`config.mk`:
```
export PLATFORM = sky130hd
export DESIGN_NAME = tcdm_rr_arbiter_flat
export DESIGN_NICKNAME = d
export VERILOG_FILES = /design/src/rtl/tcdm_arb_pkg.sv /design/src/rtl/tcdm_rr_arbiter_if.sv /design/src/rtl/tcdm_arb_id_fifo.sv /design/src/rtl/tcdm_rr_arbiter.sv /design/src/flat_wrapper.sv
export SDC_FILE = /design/constraint.sdc
export NUM_CORES = 1
export LEC_CHECK = 0
export CORE_AREA = 2 2 166 168
export CTS_BUF_LIST = sky130_fd_sc_hd__clkbuf_16
export DETAILED_ROUTE_END_ITERATION = 7
export DIE_AREA = 0 0 168 170
export HOLD_SLACK_MARGIN = 0.15
export PLACE_DENSITY = 0.44
export SLEW_MARGIN = 10
export SYNTH_ARGS = -nofsm -noshare
export SYNTH_HDL_FRONTEND = slang
export SYNTH_SLANG_ARGS = --single-unit
```
`constraint.sdc`:
```
create_clock -name clk_i -period 7.6 [get_ports clk_i]
set_clock_uncertainty 0.2 [all_clocks]
set_input_delay 1.9 -clock clk_i [delete_from_list [all_inputs] [get_ports clk_i]]
set_output_delay 1.9 -clock clk_i [all_outputs]
set_load 0.01 [all_outputs]
```
`src/rtl/tcdm_arb_pkg.sv`:
```
// rtl/tcdm_arb_pkg.sv - shared widths, ID width helper and TCDM request/response types
package tcdm_arb_pkg;

    localparam int ARB_AW = 32;
    localparam int ARB_DW = 32;

    function automatic int id_width(input int nb_in);
        return (nb_in > 1) ? $clog2(nb_in) : 1;
    endfunction

    typedef struct packed {
        logic [ARB_AW-1:0]   add;
        logic                wen;
        logic [ARB_DW/8-1:0] be;
        logic [ARB_DW-1:0]   data;
    } tcdm_req_t;

    typedef struct packed {
        logic              r_valid;
        logic [ARB_DW-1:0] r_data;
    } tcdm_rsp_t;

endpackage

```
`src/rtl/tcdm_rr_arbiter_if.sv`:
```
// rtl/tcdm_rr_arbiter_if.sv - requester-side and slave-side TCDM bus bundle for the arbiter
interface tcdm_rr_arbiter_if
    import tcdm_arb_pkg::*;
#(
    parameter int NB_IN = 4,
    parameter int AW    = ARB_AW,
    parameter int DW    = ARB_DW
) ();

    logic [NB_IN-1:0]              in_req_i;
    logic [NB_IN-1:0][AW-1:0]      in_add_i;
    logic [NB_IN-1:0]              in_wen_i;
    logic [NB_IN-1:0][DW/8-1:0]    in_be_i;
    logic [NB_IN-1:0][DW-1:0]      in_data_i;
    logic [NB_IN-1:0]              in_gnt_o;
    logic [NB_IN-1:0]              in_r_valid_o;
    logic [DW-1:0]                 in_r_data_o;

    logic                          out_req_o;
    logic [AW-1:0]                 out_add_o;
    logic                          out_wen_o;
    logic [DW/8-1:0]               out_be_o;
    logic [DW-1:0]                 out_data_o;
    logic                          out_gnt_i;
    logic                          out_r_valid_i;
    logic [DW-1:0]                 out_r_data_i;

    logic                          busy_o;
    logic                          err_o;

    modport slave (
        input  in_req_i, in_add_i, in_wen_i, in_be_i, in_data_i,
        input  out_gnt_i, out_r_valid_i, out_r_data_i,
        output in_gnt_o, in_r_valid_o, in_r_data_o,
        output out_req_o, out_add_o, out_wen_o, out_be_o, out_data_o,
        output busy_o, err_o
    );

    modport master (
        output in_req_i, in_add_i, in_wen_i, in_be_i, in_data_i,
        output out_gnt_i, out_r_valid_i, out_r_data_i,
        input  in_gnt_o, in_r_valid_o, in_r_data_o,
        input  out_req_o, out_add_o, out_wen_o, out_be_o, out_data_o,
        input  busy_o, err_o
    );

endinterface

```
`src/rtl/tcdm_arb_id_fifo.sv`:
```
// rtl/tcdm_arb_id_fifo.sv - in-order FIFO of granted requester IDs awaiting a response
module tcdm_arb_id_fifo #(
    parameter int DEPTH = 2,
    parameter int WIDTH = 2
) (
    input  logic             clk_i,
    input  logic             rst_i,
    input  logic             push_i,
    input  logic [WIDTH-1:0] data_i,
    input  logic             pop_i,
    output logic             full_o,
    output logic             empty_o,
    output logic [WIDTH-1:0] head_o
);

    localparam int PW = (DEPTH > 1) ? $clog2(DEPTH) : 1;
    localparam int CW = $clog2(DEPTH + 1);

    logic [WIDTH-1:0] r_mem [DEPTH];
    logic [PW-1:0]    r_wr_ptr;
    logic [PW-1:0]    r_rd_ptr;
    logic [CW-1:0]    r_count;
    logic             w_push;
    logic             w_pop;

    function automatic logic [PW-1:0] next_ptr(input logic [PW-1:0] p);
        return (p == PW'(DEPTH - 1)) ? '0 : p + 1'b1;
    endfunction

    assign full_o  = (r_count == CW'(DEPTH));
    assign empty_o = (r_count == '0);
    assign head_o  = r_mem[r_rd_ptr];
    assign w_push  = push_i & ~full_o;
    assign w_pop   = pop_i & ~empty_o;

    always_ff @(posedge clk_i) begin
        if (rst_i) begin
            r_wr_ptr <= '0;
            r_rd_ptr <= '0;
            r_count  <= '0;
        end else begin
            if (w_push) r_wr_ptr <= next_ptr(r_wr_ptr);
            if (w_pop)  r_rd_ptr <= next_ptr(r_rd_ptr);
            case ({w_push, w_pop})
                2'b10:   r_count <= r_count + 1'b1;
                2'b01:   r_count <= r_count - 1'b1;
                default: r_count <= r_count;
            endcase
        end
    end

    always_ff @(posedge clk_i) begin
        if (w_push) r_mem[r_wr_ptr] <= data_i;
    end

endmodule

```
`src/rtl/tcdm_rr_arbiter.sv`:
```
// rtl/tcdm_rr_arbiter.sv - round-robin N:1 TCDM arbiter with stall lock and in-order response routing
module tcdm_rr_arbiter
    import tcdm_arb_pkg::*;
#(
    parameter int NB_IN     = 4,
    parameter int AW        = ARB_AW,
    parameter int DW        = ARB_DW,
    parameter int MAX_OUTST = 2
) (
    input  logic               clk_i,
    input  logic               rst_i,
    tcdm_rr_arbiter_if.slave   bus
);

    localparam int ID_W = id_width(NB_IN);

    logic [ID_W-1:0] r_rr_ptr;
    logic [ID_W-1:0] r_lock_id;
    logic            r_lock;
    logic            r_err;

    logic [ID_W-1:0] w_winner;
    logic [ID_W-1:0] w_head;
    logic            w_any;
    logic            w_issue;
    logic            w_grant;
    logic            w_pop;
    logic            w_full;
    logic            w_empty;

    // A locked requester that drops its request simply yields no issue this cycle.
    always_comb begin
        logic [ID_W-1:0] w_cand;
        w_winner = r_rr_ptr;
        w_any    = 1'b0;
        w_cand   = '0;
        if (r_lock) begin
            w_winner = r_lock_id;
            w_any    = bus.in_req_i[r_lock_id];
        end else begin
            for (int k = 0; k < NB_IN; k++) begin
                w_cand = ID_W'((int'(r_rr_ptr) + k) % NB_IN);
                if (!w_any && bus.in_req_i[w_cand]) begin
                    w_any    = 1'b1;
                    w_winner = w_cand;
                end
            end
        end
    end

    assign w_issue = w_any & ~w_full & ~rst_i;
    assign w_grant = w_issue & bus.out_gnt_i;
    assign w_pop   = bus.out_r_valid_i & ~w_empty & ~rst_i;

    logic [AW-1:0]   w_add;
    logic [DW/8-1:0] w_be;
    logic [DW-1:0]   w_data;

    assign w_add  = bus.in_add_i[w_winner];
    assign w_be   = bus.in_be_i[w_winner];
    assign w_data = bus.in_data_i[w_winner];

    assign bus.out_req_o    = w_issue;
    assign bus.out_add_o    = w_issue ? w_add  : '0;
    assign bus.out_wen_o    = w_issue & bus.in_wen_i[w_winner];
    assign bus.out_be_o     = w_issue ? w_be   : '0;
    assign bus.out_data_o   = w_issue ? w_data : '0;
    assign bus.in_gnt_o     = w_grant ? (NB_IN'(1) << w_winner) : '0;
    assign bus.in_r_valid_o = w_pop   ? (NB_IN'(1) << w_head)   : '0;
    assign bus.in_r_data_o  = bus.out_r_data_i;
    assign bus.busy_o       = ~w_empty;
    assign bus.err_o        = r_err;

    always_ff @(posedge clk_i) begin
        if (rst_i) begin
            r_rr_ptr  <= '0;
            r_lock    <= 1'b0;
            r_lock_id <= '0;
            r_err     <= 1'b0;
        end else begin
            r_lock <= w_issue & ~bus.out_gnt_i;
            if (w_issue & ~bus.out_gnt_i) r_lock_id <= w_winner;
            if (w_grant) r_rr_ptr <= (w_winner == ID_W'(NB_IN - 1)) ? '0 : w_winner + 1'b1;
            if (bus.out_r_valid_i & w_empty) r_err <= 1'b1;
        end
    end

    tcdm_arb_id_fifo #(
        .DEPTH (MAX_OUTST),
        .WIDTH (ID_W)
    ) u_id_fifo (
        .clk_i   (clk_i),
        .rst_i   (rst_i),
        .push_i  (w_grant),
        .data_i  (w_winner),
        .pop_i   (w_pop),
        .full_o  (w_full),
        .empty_o (w_empty),
        .head_o  (w_head)
    );

endmodule

```
`src/flat_wrapper.sv`:
```
// flat-port wrapper written by rule: the top's interface ports become plain ports
module tcdm_rr_arbiter_flat import tcdm_arb_pkg::*;
#(
    parameter int NB_IN     = 4,
    parameter int AW        = ARB_AW,
    parameter int DW        = ARB_DW,
    parameter int MAX_OUTST = 2
)
  (clk_i, rst_i, bus_in_req_i, bus_in_add_i, bus_in_wen_i, bus_in_be_i, bus_in_data_i, bus_out_gnt_i, bus_out_r_valid_i, bus_out_r_data_i, bus_in_gnt_o, bus_in_r_valid_o, bus_in_r_data_o, bus_out_req_o, bus_out_add_o, bus_out_wen_o, bus_out_be_o, bus_out_data_o, bus_busy_o, bus_err_o);
  tcdm_rr_arbiter_if #(.NB_IN(NB_IN), .AW(AW), .DW(DW)) bus_i ();
  input  logic clk_i;
  input  logic rst_i;
  input wire logic [$bits(bus_i.in_req_i)-1:0] bus_in_req_i;
  input wire logic [$bits(bus_i.in_add_i)-1:0] bus_in_add_i;
  input wire logic [$bits(bus_i.in_wen_i)-1:0] bus_in_wen_i;
  input wire logic [$bits(bus_i.in_be_i)-1:0] bus_in_be_i;
  input wire logic [$bits(bus_i.in_data_i)-1:0] bus_in_data_i;
  input wire logic [$bits(bus_i.out_gnt_i)-1:0] bus_out_gnt_i;
  input wire logic [$bits(bus_i.out_r_valid_i)-1:0] bus_out_r_valid_i;
  input wire logic [$bits(bus_i.out_r_data_i)-1:0] bus_out_r_data_i;
  output wire logic [$bits(bus_i.in_gnt_o)-1:0] bus_in_gnt_o;
  output wire logic [$bits(bus_i.in_r_valid_o)-1:0] bus_in_r_valid_o;
  output wire logic [$bits(bus_i.in_r_data_o)-1:0] bus_in_r_data_o;
  output wire logic [$bits(bus_i.out_req_o)-1:0] bus_out_req_o;
  output wire logic [$bits(bus_i.out_add_o)-1:0] bus_out_add_o;
  output wire logic [$bits(bus_i.out_wen_o)-1:0] bus_out_wen_o;
  output wire logic [$bits(bus_i.out_be_o)-1:0] bus_out_be_o;
  output wire logic [$bits(bus_i.out_data_o)-1:0] bus_out_data_o;
  output wire logic [$bits(bus_i.busy_o)-1:0] bus_busy_o;
  output wire logic [$bits(bus_i.err_o)-1:0] bus_err_o;
  assign bus_i.in_req_i = bus_in_req_i;
  assign bus_i.in_add_i = bus_in_add_i;
  assign bus_i.in_wen_i = bus_in_wen_i;
  assign bus_i.in_be_i = bus_in_be_i;
  assign bus_i.in_data_i = bus_in_data_i;
  assign bus_i.out_gnt_i = bus_out_gnt_i;
  assign bus_i.out_r_valid_i = bus_out_r_valid_i;
  assign bus_i.out_r_data_i = bus_out_r_data_i;
  assign bus_in_gnt_o = bus_i.in_gnt_o;
  assign bus_in_r_valid_o = bus_i.in_r_valid_o;
  assign bus_in_r_data_o = bus_i.in_r_data_o;
  assign bus_out_req_o = bus_i.out_req_o;
  assign bus_out_add_o = bus_i.out_add_o;
  assign bus_out_wen_o = bus_i.out_wen_o;
  assign bus_out_be_o = bus_i.out_be_o;
  assign bus_out_data_o = bus_i.out_data_o;
  assign bus_busy_o = bus_i.busy_o;
  assign bus_err_o = bus_i.err_o;
  tcdm_rr_arbiter #(.NB_IN(NB_IN), .AW(AW), .DW(DW), .MAX_OUTST(MAX_OUTST)) u_core (.clk_i(clk_i), .rst_i(rst_i), .bus(bus_i));
endmodule
```
==> results by group, run 1 <==
Synth
  – Most common cell in the netlist: mux2i_1
  – Cells after Synth: 375
  – Primary FF master, synth: dfxtp_1
  – Post-Syn Area per Cell: 8.59 um2
  – Simple-Gate Fraction of Synth Area: 7.46%
  – Adder-Cell Fraction of Synth Area: 1.94%
  – Top cells by count, synth: mux2i_1, o22ai_1, buf_4
  – Synthesized flop and latch total: 15
  – Combinational family with the most area after synthesis: multiplexers
  – Syn_nets: 696
  – Synth Area in Compound Gates: 19.9%
  – Post-synthesis mux area share: 44.1%
  – Syn Std Cell Area: 0.00322 mm2
  – Post-synth EDFFs: 4
  – Synth top area cells: mux2i_1, o22ai_1, buf_4, dfxtp_1, o22ai_2
  – Ys Warns: 0
  – Fraction of registers with async set/reset: 0%
  – Post-synthesis cell type count: 39
  – Xor-xnor portion of the synthesized cell area: 1.09%
  – Post-synth top area cell: mux2i_1
  – Register area share after synthesis: 10.6%
  – Post-synth top area share: 44.1%

Final layout
  – Share of layout cells above drive strength 1: 5.75%
  – Final Net Count: 1018
  – # diodes: 0
  – Final instance area: 0.00713 mm2
  – Finished Layout Cells: 1037
  – P&R area growth vs syn: 121%
  – Layout Utilization: 26.8%

Timing
  – Fmax: 147 MHz
  – RSZ-0062 raised after global routing: false
  – Slew headroom: 60.9%
  – Count of pins over their slew limit: 0
  – Total negative setup slack: 0 ns
  – Final min period: 6.82 ns
  – Actual slew at the worst max-slew pin: 0.587 ns
  – Final hold violation count: 0
  – Final worst path period share: 89.7%
  – Final setup violation count: 0

Place
  – Buffers added on ports: 363
  – Hpwl dp: 15.8 mm
  – Placed Cells: 1033
  – Placed inst area: 0.00705 mm2
  – Final Wtd Congestion: 0.739

Worst hold path
  – Hold WC Path Type: reg -> reg

Routing
  – Vias/cell: 3.96
  – Post-route ant nets: 0
  – Vias: 4102
  – WL/cell: 17.7 um
  – DRT Pass-1 Iters: 6
  – WL final: 18.3 mm
  – Iter 0 DRT Violations: 81
  – DRC: 0

GRT
  – Gr ovfl total: 0
  – First-pass GRT wire length: 25.7 mm
  – GRT Util Overall: 11.7%
  – Vias in the first global route: 4205
  – Initial antenna violation count: 0
  – Largest net degree at the start of global routing: 42

Power and ir drop
  – Switching power: 0.329 mW
  – Leak pwr: 2.67 nW
  – Final Total Pwr: 0.888 mW
  – Switching share of power: 37.1%
  – Sequential power share: 11.3%
  – Int Power: 0.558 mW
  – Comb pwr share: 77.3%
  – Clock power frac: 11.4%
  – PD cells: 124 mW/mm2
  – VDD IR max: 0.0679 mV

Die
  – Die Y: 170 um
  – Initial Util: 12.1%
  – Die area: 0.0286 mm2
  – Core area: 0.0267 mm2
  – Ports: 428
  – Rows: 60
  – Die W: 168 um

CTS
  – CTS clk-pin slew, worst paths: 0.05 ns
  – Clock sinks: 15
  – Htree depth: 1
  – CTS Root Cell: clkbuf_16
  – CTS tree: yes
  – Setup repair bufs after CTS: 0
  – # hold bufs at CTS: 0
  – Cts bufs inserted: 3
  – Post-cts sizing count: 0
  – Max clock buf depth: 2
  – Clock latency on the worst-skew pair: 0.24 ns

Run status
  – Status: finished, final reports clean

Critical path
  – Startpoint Class: input port
  – CP max FO: 32
  – Worst EP required: 5.50 ns
  – WP data arrival: 4.72 ns
  – Setup CP Type: in -> out
  – Crit end category: output pin

Flow run
  – Max-capacitance violation count: 0
## cells in the final DEF (no fill, tap or decap), types with 4 or more instances in the layout
| master | n |
|---|---|
| a21oi_1 | 5 |
| and3_1 | 5 |
| buf_12 | 4 |
| buf_4 | 15 |
| clkdlybuf4s50_1 | 363 |
| dfxtp_1 | 11 |
| edfxtp_1 | 4 |
| ha_1 | 5 |
| inv_1 | 8 |
| mux2i_1 | 142 |
| nand2b_1 | 4 |
| nand3_1 | 4 |
| nor2_1 | 19 |
| nor2b_1 | 4 |
| o22ai_1 | 59 |
| o22ai_2 | 10 |
## worst max-delay path: stages
cell and delay, ns:
clkdlybuf4s50_1 0.57, nor2_1 0.10, a311oi_2 0.55, nand3b_4 0.39, buf_12 0.29, o22ai_1 0.26, clkdlybuf4s50_1 0.63
## path summary, 6_finish.rpt
| kind | slack (ns) | start | endpoint | cells past startpoint |
|---|---|---|---|---|
| max reg2reg | 4.92 | u_core.r_lock$_SDFF_PP0_ | u_core.u_id_fifo.r_count[1]$_SDFFE_PP0P_ | 6 |
| max | 0.78 | bus_in_req_i[2] | bus_out_data_o[25] | 7 |
| min reg2reg | 0.28 | u_core.bus.err_o$_SDFFE_PP0P_ | u_core.bus.err_o$_SDFFE_PP0P_ | 2 |
| min | 0.28 | u_core.bus.err_o$_SDFFE_PP0P_ | u_core.bus.err_o$_SDFFE_PP0P_ | 2 |
## kinds of logic after synthesis
kind of cell | count (synthesis)
AO/OA/AOI/OAI | 88
adder cells (fa/ha/maj) | 5
AND/OR/NAND/NOR | 47
multiplexers | 142
XOR/XNOR | 4
flip-flops | 15
buffers and inverters | 74
## per-layer routing
metal / up-vias / track usage [%] / share of wire (%)
met5: - / 0 / 0
met4: 0 / 0.983 / 0.25
met3: 6 / 2.58 / 6.8
met2: 195 / 21.8 / 52
met1: 1865 / 14.2 / 41
li1: 2036 / - / -
## power by group through the flow
stage / logic (mW) / registers (mW) / clock network, mW
global placement: 0.698 / 0.102 / 0
global route: 0.735 / 0.102 / 0.107
detailed placement: 0.696 / 0.102 / 0
finish: 0.686 / 0.101 / 0.101
CTS: 0.699 / 0.101 / 0.103
floorplan: 0.345 / 0.0990 / 0
## state kept, by name (all words and copies together) (netlist names), named ones only
register	cells
u_core.bus.err_o	1
u_core.u_id_fifo.r_mem	4
u_core.u_id_fifo.r_wr_ptr	1
u_core.r_lock	1
u_core.u_id_fifo.r_rd_ptr	1
u_core.u_id_fifo.r_count	2
u_core.r_lock_id	2
u_core.r_rr_ptr	2
## cell type report
| class | count | area, um2 |
|---|---|---|
| Clock buffer | 3 | 75.1 |
| Inverter | 9 | 33.8 |
| Tap cell | 341 | 427 |
| Fill cell | 2882 | 19500 |
| Clock inverter | 1 | 5.00 |
| Sequential cell | 15 | 340 |
| Multi-Input combinational cell | 286 | 2420 |
| Timing Repair Buffer | 382 | 3830 |
## per-stage QoR
| stage | hold slack (ns) | worst slack, ns |
|---|---|---|
| global placement | 0.265 | 0.745 |
| global route | 0.304 | 0.676 |
| CTS | 0.286 | 0.767 |
| detailed placement | 0.272 | 0.796 |
| finish | 0.276 | 0.783 |
| floorplan | 0.267 | 2.21 |
No activity file was read; power rests on OpenSTA's default activity.
==> run 2: changes to the inputs <==
- RECOVER_POWER: default -> 100
==> results by group, run 2 (synthesized netlist as in run 1, its figures left out) <==
Place
  – Final Wtd Congestion: 0.739
  – Buffers added on ports: 363
  – Hpwl dp: 15.8 mm
  – Setup WS pre-CTS: 0.796 ns

Routing
  – Post-route ant nets: 0
  – DRC: 0
  – Iter 0 DRT Violations: 59
  – DRT Pass-1 Iters: 6
  – Vias: 4080
  – WL/cell: 17.6 um
  – WL final: 18.3 mm
  – Vias/cell: 3.93

CTS
  – Setup repair bufs after CTS: 0
  – Htree depth: 1
  – CTS Root Cell: clkbuf_16
  – # hold bufs at CTS: 0
  – Cts bufs inserted: 3
  – CTS tree: yes
  – Max clock buf depth: 2
  – Post-cts sizing count: 0
  – CTS clk-pin slew, worst paths: 0.05 ns
  – Clock sinks: 15
  – Clock latency on the worst-skew pair: 0.24 ns

Timing
  – RSZ-0062 raised after global routing: false
  – Fmax: 141 MHz
  – Final worst path period share: 93.6%
  – Final hold violation count: 0
  – Final setup violation count: 0
  – Actual slew at the worst max-slew pin: 0.761 ns
  – Post-route setup slack: 0.490 ns
  – Slew headroom: 49.0%
  – Total negative setup slack: 0 ns
  – Count of pins over their slew limit: 0
  – Final min period: 7.11 ns

Worst hold path
  – Hold WC Path Type: reg -> reg
  – HP Start: u_core.bus.err_o$_SDFFE_PP0P_

Final layout
  – Most common cell after layout, fill and taps aside: clkdlybuf4s50_1
  – Final Net Count: 1018
  – Most frequent cells in the layout: clkdlybuf4s50_1, mux2i_1, o22ai_1
  – # diodes: 0
  – Share of layout cells above drive strength 1: 5.03%
  – Biggest register: u_core.u_id_fifo.r_mem
  – Max reg flops: 4
  – P&R area growth vs syn: 121%

GRT
  – Largest net degree at the start of global routing: 42
  – First-pass GRT wire length: 25.7 mm
  – Initial antenna violation count: 0
  – Vias in the first global route: 4205
  – Gr ovfl total: 0
  – GRT Util Overall: 11.7%

Critical path
  – WP data arrival: 5.01 ns
  – Startpoint Class: input port
  – Crit path from: bus_in_req_i[0]
  – Worst EP required: 5.50 ns
  – Max incr delay on CP: 0.69 ns
  – Crit end category: output pin
  – Crit-path slowest cell: o221a_1
  – Reg-to-Reg Start: u_core.r_lock$_SDFF_PP0_
  – Critical path, cell by cell: clkdlybuf4s50_1 > nor2b_1 > o21ai_0 > o221a_1 > buf_12 > buf_4 > mux2i_1 > o22ai_1 > dlygate4sd3_1
  – CP max FO: 31
  – Setup CP Type: in -> out

Power and ir drop
  – Sequential power share: 11.6%
  – PD cells: 122 mW/mm2
  – Leak pwr: 2.77 nW
  – Clock power frac: 11.6%
  – VDD IR max: 0.0678 mV
  – Int Power: 0.541 mW
  – Comb pwr share: 76.8%
  – Switching share of power: 37.6%
  – Switching power: 0.326 mW

Die
  – Ports: 428
  – Die W: 168 um
  – Initial Util: 12.1%
  – Die Y: 170 um
  – Rows: 60
  – Die area: 0.0286 mm2
  – Core area: 0.0267 mm2

Flow run
  – Max-capacitance violation count: 0

Run status
  – Status: finished, final reports clean
[run 2: path summary, 6_finish.rpt]
path | endpoint | depth (start not counted) | slack, ns
max | bus_out_be_o[2] | 9 | 0.49
min | u_core.bus.err_o$_SDFFE_PP0P_ | 2 | 0.27
max reg2reg | u_core.u_id_fifo.r_count[1]$_SDFFE_PP0P_ | 6 | 4.92
min reg2reg | u_core.bus.err_o$_SDFFE_PP0P_ | 2 | 0.27
[run 2: final cells by class]
type | count | area (um2)
clock buffer | 3 | 75.1
clock inverter | 1 | 5.00
fill | 2890 | 19500
inverter | 9 | 33.8
multi-input combinational | 286 | 2410
sequential | 15 | 340
tap | 341 | 427
timing repair buffer | 382 | 3810
[run 2: power groups by stage]
| stage | combinational, mW | clock (mW) | sequential (mW) |
|---|---|---|---|
| floorplan | 0.345 | 0 | 0.0990 |
| global placement | 0.698 | 0 | 0.102 |
| detailed placement | 0.696 | 0 | 0.102 |
| CTS | 0.699 | 0.103 | 0.101 |
| global route | 0.715 | 0.107 | 0.102 |
| finish | 0.665 | 0.101 | 0.100 |
[run 2: routing by layer]
layer  wire [um]  part of all wire (%)  track usage [%]  vias to the layer above
met2        9560                    52             21.8                      187
met3        1260                   6.9             2.58                        6
li1            -                     -                -                     2036
met5           0                     0                0                        -
met1        7410                    41             14.2                     1851
met4          46                  0.25            0.983                        0
[run 2: critical path: cells and delay by family]
kind | cells | cell delay (ns)
mux | 1 | 0.23
compound gates | 3 | 1.02
buf+inv | 4 | 1.64
simple gates | 1 | 0.17
[run 2: through the flow]
stage | area (um2) | instances | util, % | total power, mW | hold slack, ns
finish | 7100 | 1037 | 26.7 | 0.867 | 0.271
global route | 7100 | 1037 | 26.7 | 0.924 | 0.307
CTS | 7130 | 1037 | 26.8 | 0.903 | 0.286
detailed placement | 7050 | 1033 | 26.5 | 0.798 | 0.272
global placement | 7050 | 1033 | 26.5 | 0.800 | 0.265
floorplan | 3220 | 375 | - | 0.444 | 0.267
